### config.mk
export PLATFORM = sky130hd
export DESIGN_NAME = piso_shift_tx
export DESIGN_NICKNAME = d
export VERILOG_FILES = /design/src/rtl/piso_shift_tx.sv
export SDC_FILE = /design/constraint.sdc
export NUM_CORES = 1
export LEC_CHECK = 0
export CAP_MARGIN = 10
export CORE_AREA = 2 2 47 49
export CTS_BUF_LIST = sky130_fd_sc_hd__clkbuf_16
export CTS_CLUSTER_DIAMETER = 100
export DETAILED_ROUTE_END_ITERATION = 12
export DIE_AREA = 0 0 49 51
export GPL_ROUTABILITY_DRIVEN = 0
export PLACE_DENSITY = 0.69
export RECOVER_POWER = 100
export REMOVE_ABC_BUFFERS = 1
export SYNTH_ARGS = -nofsm -noshare
export SYNTH_HDL_FRONTEND = slang
export SYNTH_SLANG_ARGS = --single-unit
### constraint.sdc
create_clock -name sys_clk -period 1.65 [get_ports sys_clk]
set_input_delay 0.33 -clock sys_clk [delete_from_list [all_inputs] [get_ports sys_clk]]
set_output_delay 0.33 -clock sys_clk [all_outputs]
set_load 0.05 [all_outputs]
### src/rtl/piso_shift_tx.sv
// Parallel-in serial-out transmitter. A word accepted over a valid/ready
// handshake is shifted out one bit at a time, each bit held for
// CLKS_PER_BIT enabled cycles. shift_en freezes all progress when low.
module piso_shift_tx #(
    parameter int unsigned DATA_W       = 8,
    parameter int unsigned CLKS_PER_BIT = 4,
    parameter bit          MSB_FIRST    = 1'b1
) (
    input  logic              sys_clk,
    input  logic              sys_rst,
    input  logic              shift_en,
    input  logic              load_valid,
    input  logic [DATA_W-1:0] load_data,
    output logic              load_ready,
    output logic              ser_out,
    output logic              ser_valid,
    output logic              busy,
    output logic              done
);

    localparam int unsigned BitCntW = $clog2(DATA_W);
    localparam int unsigned DivCntW = (CLKS_PER_BIT > 1) ? $clog2(CLKS_PER_BIT) : 1;

    localparam logic [BitCntW-1:0] BitLast = BitCntW'(DATA_W - 1);
    localparam logic [DivCntW-1:0] DivLast = DivCntW'(CLKS_PER_BIT - 1);

    typedef enum logic {StIdle, StShift} state_e;

    state_e              state_q;
    logic [DATA_W-1:0]   shreg_q;
    logic [BitCntW-1:0]  bit_cnt_q;
    logic [DivCntW-1:0]  div_cnt_q;

    logic [DATA_W-1:0]   shreg_shifted;
    logic                shifted_bit;
    logic                load_bit;

    // Next word after one shift toward the output end, and the bit that lands there.
    always_comb begin
        shreg_shifted = '0;
        shifted_bit   = 1'b0;
        load_bit      = 1'b0;
        if (MSB_FIRST) begin
            shreg_shifted = {shreg_q[DATA_W-2:0], 1'b0};
            shifted_bit   = shreg_q[DATA_W-2];
            load_bit      = load_data[DATA_W-1];
        end else begin
            shreg_shifted = {1'b0, shreg_q[DATA_W-1:1]};
            shifted_bit   = shreg_q[1];
            load_bit      = load_data[0];
        end
    end

    assign load_ready = (state_q == StIdle) & shift_en & ~sys_rst;

    // Frame FSM with registered serial outputs; done clears on any edge it is not set.
    always_ff @(posedge sys_clk) begin
        if (sys_rst) begin
            state_q   <= StIdle;
            shreg_q   <= '0;
            bit_cnt_q <= '0;
            div_cnt_q <= '0;
            ser_out   <= 1'b0;
            ser_valid <= 1'b0;
            busy      <= 1'b0;
            done      <= 1'b0;
        end else begin
            done <= 1'b0;
            if (shift_en) begin
                unique case (state_q)
                    StIdle: begin
                        if (load_valid) begin
                            shreg_q   <= load_data;
                            bit_cnt_q <= '0;
                            div_cnt_q <= '0;
                            state_q   <= StShift;
                            ser_out   <= load_bit;
                            ser_valid <= 1'b1;
                            busy      <= 1'b1;
                        end
                    end
                    StShift: begin
                        if (div_cnt_q != DivLast) begin
                            div_cnt_q <= div_cnt_q + DivCntW'(1);
                        end else begin
                            div_cnt_q <= '0;
                            if (bit_cnt_q == BitLast) begin
                                state_q   <= StIdle;
                                done      <= 1'b1;
                                ser_out   <= 1'b0;
                                ser_valid <= 1'b0;
                                busy      <= 1'b0;
                            end else begin
                                bit_cnt_q <= bit_cnt_q + BitCntW'(1);
                                shreg_q   <= shreg_shifted;
                                ser_out   <= shifted_bit;
                            end
                        end
                    end
                    default: state_q <= StIdle;
                endcase
            end
        end
    end

endmodule

; ---- Word-level counts from Yosys, hierarchy flattened
; Cells that the tools add are included.
[totals]
register_bits = 16
in_bits = 12
elab_cells = 49
[classes]
addsub = 2
eq_ne = 6
muxes = 24
n_bitwise = 5
n_reduce_logical = 5
[ops]
columns = cell, count
row1 = 7-bit 2-to-1 mux, 3
row2 = 7-bit one-hot mux with 2 select lines, 1
row3 = 1-bit 2-to-1 mux, 10
row4 = 3-bit 2-to-1 mux, 3
row5 = 2-bit inequality test (second input constant), 4
row6 = 4-bit AND reduction, 2
row7 = 1-bit one-hot mux with 2 select lines, 3
row8 = 3-bit one-hot mux with 2 select lines, 1
row9 = 2-bit 2-to-1 mux, 2
row10 = 2-bit one-hot mux with 2 select lines, 1
row11 = 4-bit OR reduction, 1
row12 = 3-bit by 1-bit adder with 3-bit output (second input constant), 1
row13 = 3-bit == test (second input constant), 1
row14 = 1-bit NOT, 3
row15 = 3-bit AND reduction, 1
row16 = 2-bit by 1-bit adder with 2-bit output (second input constant), 1
row17 = 1-bit AND, 2
row18 = 2-bit by 1-bit inequality test with 1-bit output (second input constant), 1
row19 = 2-bit AND reduction, 1

; ---- Longest topological paths before layout
; Gate-level depths: netlist of the first run.
[logic_depth]
word_depth = 4
mapped_depth = 6
mapped_depth_nobuf = 5

; ---- Worst setup path after synthesis of the first run
; Ideal clock, no wire load.
[synth_timing]
path_kind = register to output
from = register state_q
to = output load_ready
arrival_time_ns = 1.735
setup_slack_ns = -0.415
stages_incl_launch_ff = 4
path_cell_list = dfxtp_1 buf_6 buf_6 nor3b_1
[synth_via]
elab_chain_len = 3
[synth_rtl]
columns = element, line
row1 = from (decl), 29  ; state_e state_q;
row2 = from (signal assigned), 59  ; state_q <= StIdle;
row3 = from (signal assigned), 76  ; state_q <= StShift;
row4 = from (signal assigned), 88  ; state_q <= StIdle;
row5 = 1-bit NOT, -
row6 = 1-bit AND (2 in a row), 54  ; assign load_ready = (state_q == StIdle) & shift_en & ~sys_rst;
row7 = to (decl), 14  ; output logic load_ready,
; Every way passes these cells.

; ---- Worst setup path after layout of the first run
[layout_timing]
from = register bit_cnt_q[0]
to = register shreg_q[6]
[layout_via]
elab_chain_len = 3
[layout_rtl]
columns = element, line
row1 = from (decl), 31  ; logic [BitCntW-1:0] bit_cnt_q;
row2 = from (signal assigned), 94  ; bit_cnt_q <= bit_cnt_q + BitCntW'(1);
row3 = 3-bit == test, 87  ; if (bit_cnt_q == BitLast) begin
row4 = 2-bit inequality test (no source line), -
row5 = 4-bit AND reduction (no source line), -
row6 = to (signal assigned), 73  ; shreg_q <= load_data;
row7 = to (signal assigned), 95  ; shreg_q <= shreg_shifted;
row8 = to (decl), 30  ; logic [DATA_W-1:0] shreg_q;
; Every way passes these cells.
; A chain may end at the register's enable or synchronous reset.

==> results of run 1 <==
sequential cells by signal (all words and copies together), names as in the netlist:
signal	flops
ser_out	1
busy	1
state_q	1
div_cnt_q	2
bit_cnt_q	3
done	1
shreg_q	7
cells in the mapped netlist, types with 2 or more instances:
cell and number:
a32oi_1 2, buf_4 2, buf_2 2, buf_6 3
nand3_1 3, nand2_1 4, nor3b_1 2, mux2i_1 6
a21oi_1 6, nor2_1 4, nor3_1 8, a211oi_2 6
ha_1 4, dfxtp_1 16
timing repair:
| action | in CTS | in global routing |
|---|---|---|
| resized for setup | 2 | 3 |
| pin swaps | 0 | 1 |
| endpoints found under the setup margin | 1 | 8 |
| hold buffers | 0 | 0 |
through the flow:
step	utilization (%)	TNS (ps)	total power [mW]
2_1_floorplan	-	-396	0.511
3_3_place_gp	50.6	-95.3	0.587
3_5_place_dp	50.6	-437	0.590
4_1_cts	54.6	0	1.06
5_1_grt	53.9	0	1.09
6_report	53.9	0	1.04
worst reg2reg max path, cell delays in order, from the launching register on:
cell and delay, ps:
dfxtp_1 340, ha_1 240, ha_1 220, and4b_2 400
nor3_1 90, a211oi_2 180
cell families (layout without fill, tap and decap cells):
logic type / count (synthesis) / in the layout / share of synthesized area [%]
compound gates: 17 / 17 / 16.7
mux: 7 / 7 / 8.30
simple gates: 34 / 34 / 24.6
flops: 16 / 16 / 37.3
buf+inv: 8 / 27 / 7.28
fa+ha+maj: 4 / 4 / 5.82
layer usage:
layer	up-vias	GRT usage, %	wire length (um)
met3	2	2.63	70
met1	319	18.7	762
met4	0	4.76	12
met2	13	26.0	887
met5	-	0	0
li1	354	-	-
cell type report:
cell class / instances / area, um2
fillers: 203 / 952
multi-input cells: 62 / 488
flip-flops and latches: 16 / 320
repair buffers: 23 / 189
clock buffers: 3 / 75.1
well taps: 28 / 35.0
clock inverters: 1 / 3.75
how the worst min path moves through the flow:
stage	endpoint	depth (start not counted)	slack, ps	from
detailed placement	bit_cnt_q[1]$_SDFFE_PP0P_	2	470	bit_cnt_q[1]$_SDFFE_PP0P_
floorplan	shreg_q[1]$_SDFFE_PP0P_	1	390	sys_rst
finish	div_cnt_q[1]$_SDFFE_PP0P_	2	400	sys_rst
global placement	shreg_q[0]$_SDFFE_PP0P_	2	460	shreg_q[0]$_SDFFE_PP0P_
global route	div_cnt_q[0]$_SDFFE_PP0P_	2	410	sys_rst
CTS	shreg_q[0]$_SDFFE_PP0P_	2	490	shreg_q[0]$_SDFFE_PP0P_
power groups by stage:
stage / sequential (mW) / combinational [mW] / clock (mW)
final: 0.420 / 0.155 / 0.470
after global routing: 0.422 / 0.168 / 0.499
after CTS: 0.419 / 0.164 / 0.478
after detailed placement: 0.427 / 0.164 / 0
after global placement: 0.426 / 0.161 / 0
after floorplan: 0.445 / 0.0659 / 0
==> results.json, run 1 <==
{
  "final.setup.worst_slack_ps": 95.9,
  "worstPathArrival_ps": 1720,
  "worst_pin_slew_ps": 590,
  "antenna-diode-count": 0,
  "p_seq_share_pct": 40.2,
  "fin_skew_ps": 1.82,
  "path_cells": "ha_1 > ha_1 > and4b_2 > nor3_1 > a211oi_2",
  "path_class": "flip-flop to flip-flop",
  "p_comb_share_pct": 14.8,
  "grt_pass1_wl_mm": 2.89,
  "clockPowerShare_pct": 45.0,
  "die_w_um": 49,
  "setup_viol": 0,
  "final_nets": 122,
  "rsz0062_at_grt": "false",
  "h-tree-depth": 1,
  "crit_family": "simple AND/OR/NAND/NOR gates",
  "cp.required_ps": 1820,
  "timing.hold.ws_ps": 404,
  "critPathLaunchType": "flip-flop",
  "power_switching_uw": 245,
  "slowest_delay_ps": 400,
  "post_cts_buffers": 0,
  "core_area_mm2": 0.00206,
  "max-vdd-ir-drop_mv": 0.610,
  "yosys_register_bits": 16,
  "layout-drive-gt1-share_pct": 21.0,
  "synth_area_leaders": "dfxtp_1, a211oi_2, mux2i_1, ha_1, nor3_1",
  "viasPerCell": 5.17,
  "rr_endpoint": "shreg_q[6]$_SDFFE_PP0P_",
  "dpl_cell_area_mm2": 0.00104,
  "dieArea_mm2": 0.00250,
  "worstSkewPairLatency_ps": 240,
  "synth-main-ff-cell": "dfxtp_1",
  "startpoint": "bit_cnt_q[0]$_SDFFE_PP0P_",
  "endpoint_kind": "flip-flop",
  "start_util_pct": 41.7,
  "first_global_vias": 649,
  "drt_wl_total_mm": 1.73,
  "min_period_ps": 1550,
  "grt_max_degree": 16,
  "period_share_pct": 94.2,
  "hold_violations": 0,
  "cts_tree": "built",
  "drc_errors": 0,
  "cts-root-buf": "clkbuf_16",
  "crit_slowest_cell": "and4b_2",
  "final_area_mm2": 0.00111,
  "yosys_warnings": 0,
  "cts_buffers": 3,
  "status": "finished clean",
  "vias": 688,
  "areaGrowthSynthToFinish_pct": 29.3,
  "grt.overflow.total": 0,
  "synth_cells": 86,
  "final_cell_mix": "dfxtp_1, nor3_1, clkdlybuf4s50_1",
  "synth_top_area_share_pct": 37.3,
  "cts_buffer_depth": 2,
  "ys_types": 32,
  "antenna_found_initial": 0,
  "r2r_cells": 5,
  "p_sw_share_pct": 23.5,
  "place_inst": 129,
  "fmax_mhz": 643,
  "syn_area_um2": 860,
  "first_iter_violations": 7,
  "p_per_area_mw_per_mm2": 940,
  "crit_path_max_fanout": 8,
  "synth-seq-area-share_pct": 37.3,
  "crit_path_end": "shreg_q[6]$_SDFFE_PP0P_",
  "r2r-start": "bit_cnt_q[0]$_SDFFE_PP0P_",
  "rows": 17,
  "synth.avg_cell_area_um2": 10.0,
  "routedWlPerCell_um": 13.0,
  "clkTransAtPathRegs_ps": 50,
  "grt_util_all_layers_pct": 14.9,
  "final_common_cell": "dfxtp_1",
  "port_buffers": 16,
  "antenna_left": 0,
  "worst-path-buf-inv": 0,
  "layout.cells.non_filler": 133,
  "maxSlewViolCount": 0,
  "total_leakage_power_nw": 0.426,
  "die_h_um": 51,
  "io_pins": 17,
  "crit_path_frequent_cell": "ha_1",
  "cp.depth": 5,
  "r2r_slack_ps": 100,
  "hpwl_mm": 1.19,
  "hp-class": "primary input to flip-flop",
  "clock_sinks": 16,
  "slew_headroom_pct": 60.8,
  "post-place-ws_ps": -130,
  "p_int_uw": 799,
  "synth_edf_count": 0,
  "yosysTopAreaCell": "dfxtp_1",
  "max-cap-violations": 0,
  "dr.pass1.iters": 4,
  "synthArstFlopShare_pct": 0
}
Power figures use the tool's default switching activity.
==> run 2: changes to the inputs <==
--- a/config.mk
+++ b/config.mk
@@ -15,6 +15,7 @@
 export PLACE_DENSITY = 0.69
 export RECOVER_POWER = 100
 export REMOVE_ABC_BUFFERS = 1
+export SKIP_CTS_REPAIR_TIMING = 1
 export SYNTH_ARGS = -nofsm -noshare
 export SYNTH_HDL_FRONTEND = slang
 export SYNTH_SLANG_ARGS = --single-unit
==> results.json, run 2 (synthesized netlist as in run 1, its figures left out) <==
{
  "final_common_cell": "dfxtp_1",
  "start_util_pct": 41.7,
  "vias": 690,
  "rsz0062_at_grt": "false",
  "r2r_cells": 5,
  "drt_wl_total_mm": 1.71,
  "nFillCells": 201,
  "cts_tree": "built",
  "r2r-start": "bit_cnt_q[0]$_SDFFE_PP0P_",
  "setup_viol": 0,
  "post-place-ws_ps": -130,
  "crit_path_max_fanout": 8,
  "cp.required_ps": 1810,
  "status": "finished clean",
  "r2r_slack_ps": 100,
  "top_regs": "shreg_q (7), bit_cnt_q (3), div_cnt_q (2)",
  "grt_max_degree": 16,
  "antenna_found_initial": 0,
  "first_iter_violations": 5,
  "total_leakage_power_nw": 0.433,
  "io_pins": 17,
  "dr.pass1.iters": 4,
  "cts-root-buf": "clkbuf_16",
  "worstPathArrival_ps": 1710,
  "worst_pin_slew_ps": 590,
  "grt_pass1_wl_mm": 2.92,
  "path_class": "flip-flop to flip-flop",
  "first_global_vias": 657,
  "hp-class": "primary input to flip-flop",
  "period_share_pct": 94.0,
  "min_period_ps": 1550,
  "layout-drive-gt1-share_pct": 21.0,
  "drc_errors": 0,
  "maxSlewViolCount": 0,
  "max-cap-violations": 0,
  "hpwl_mm": 1.19,
  "dieArea_mm2": 0.00250,
  "endpoint_kind": "flip-flop",
  "max-vdd-ir-drop_mv": 0.612,
  "cts_buffer_depth": 2,
  "regMostFlops": "shreg_q",
  "die_w_um": 49,
  "viasPerCell": 5.19,
  "final_nets": 122,
  "routedWlPerCell_um": 12.9,
  "whs_path_depth": 2,
  "fin_skew_ps": 2.25,
  "areaGrowthSynthToFinish_pct": 29.7,
  "antenna-diode-count": 0,
  "clock_sinks": 16,
  "critPathLaunchType": "flip-flop",
  "final_cell_mix": "dfxtp_1, nor3_1, clkdlybuf4s50_1",
  "core_area_mm2": 0.00206,
  "rows": 17,
  "antenna_left": 0,
  "p_per_area_mw_per_mm2": 938,
  "startpoint": "bit_cnt_q[0]$_SDFFE_PP0P_",
  "die_h_um": 51,
  "fmax_mhz": 645,
  "worstSkewPairLatency_ps": 240,
  "grt_util_all_layers_pct": 15.0,
  "slew_headroom_pct": 60.8,
  "crit_path_end": "shreg_q[5]$_SDFFE_PP0P_",
  "rr_endpoint": "shreg_q[5]$_SDFFE_PP0P_",
  "port_buffers": 16,
  "hold_violations": 0,
  "clkTransAtPathRegs_ps": 50,
  "final.setup.worst_slack_ps": 99.1,
  "cts_buffers": 3,
  "grt.overflow.total": 0,
  "timing.hold.ws_ps": 397,
  "largest_reg_flops": 7,
  "h-tree-depth": 1
}
[run 2: changes by cell type in the layout (fill, tap and decap cells not counted), sizes merged]
cell and change:
dlygate4sd2 -1, dlymetal6s2s +1
[run 2: cell type report]
type | count | area (um2) | area share (%)
Tap cell | 28 | 35.0 | 3.14
Timing Repair Buffer | 23 | 193 | 17.3
Clock buffer | 3 | 75.1 | 6.73
Multi-Input combinational cell | 62 | 488 | 43.8
Clock inverter | 1 | 3.75 | 0.337
Sequential cell | 16 | 320 | 28.7
[run 2: critical path: stages, from the launching register on]
cell and delay [ps]:
dfxtp_1 340, ha_1 240, ha_1 220, and4b_2 400
nor3_1 80, a211oi_2 190
[run 2: how the worst min path moves through the flow]
stage	from	endpoint	slack [ps]
after floorplan	sys_rst	shreg_q[1]$_SDFFE_PP0P_	390
after global placement	shreg_q[0]$_SDFFE_PP0P_	shreg_q[0]$_SDFFE_PP0P_	460
after detailed placement	bit_cnt_q[1]$_SDFFE_PP0P_	bit_cnt_q[1]$_SDFFE_PP0P_	470
after CTS	shreg_q[0]$_SDFFE_PP0P_	shreg_q[0]$_SDFFE_PP0P_	490
after global routing	sys_rst	div_cnt_q[0]$_SDFFE_PP0P_	410
final	sys_rst	div_cnt_q[1]$_SDFFE_PP0P_	400
[run 2: routing by layer]
layer | GRT usage, % | wire, um | part of all wire [%]
met5 | 0 | 0 | 0
met4 | 4.76 | 8 | 0.47
met3 | 2.63 | 54 | 3.2
met2 | 26.3 | 887 | 52
met1 | 18.8 | 764 | 45
[run 2: metrics by stage]
| step | util, % | TNS (ps) | instance area, um2 | cells | power [mW] |
|---|---|---|---|---|---|
| 4_1_cts | 54.5 | -127 | 1120 | 133 | 1.06 |
| 6_report | 54.0 | 0 | 1110 | 133 | 1.05 |
| 2_1_floorplan | - | -396 | 797 | 78 | 0.511 |
| 5_1_grt | 54.0 | 0 | 1110 | 133 | 1.09 |
| 3_3_place_gp | 50.6 | -95.3 | 1040 | 129 | 0.587 |
| 3_5_place_dp | 50.6 | -437 | 1040 | 129 | 0.590 |
[run 2: power by group]
| part | internal [mW] | total, mW | switching (mW) |
|---|---|---|---|
| combinational | 0.0737 | 0.156 | 0.0819 |
| sequential | 0.405 | 0.420 | 0.0147 |
| clock | 0.321 | 0.470 | 0.149 |
| total | 0.800 | 1.05 | 0.245 |
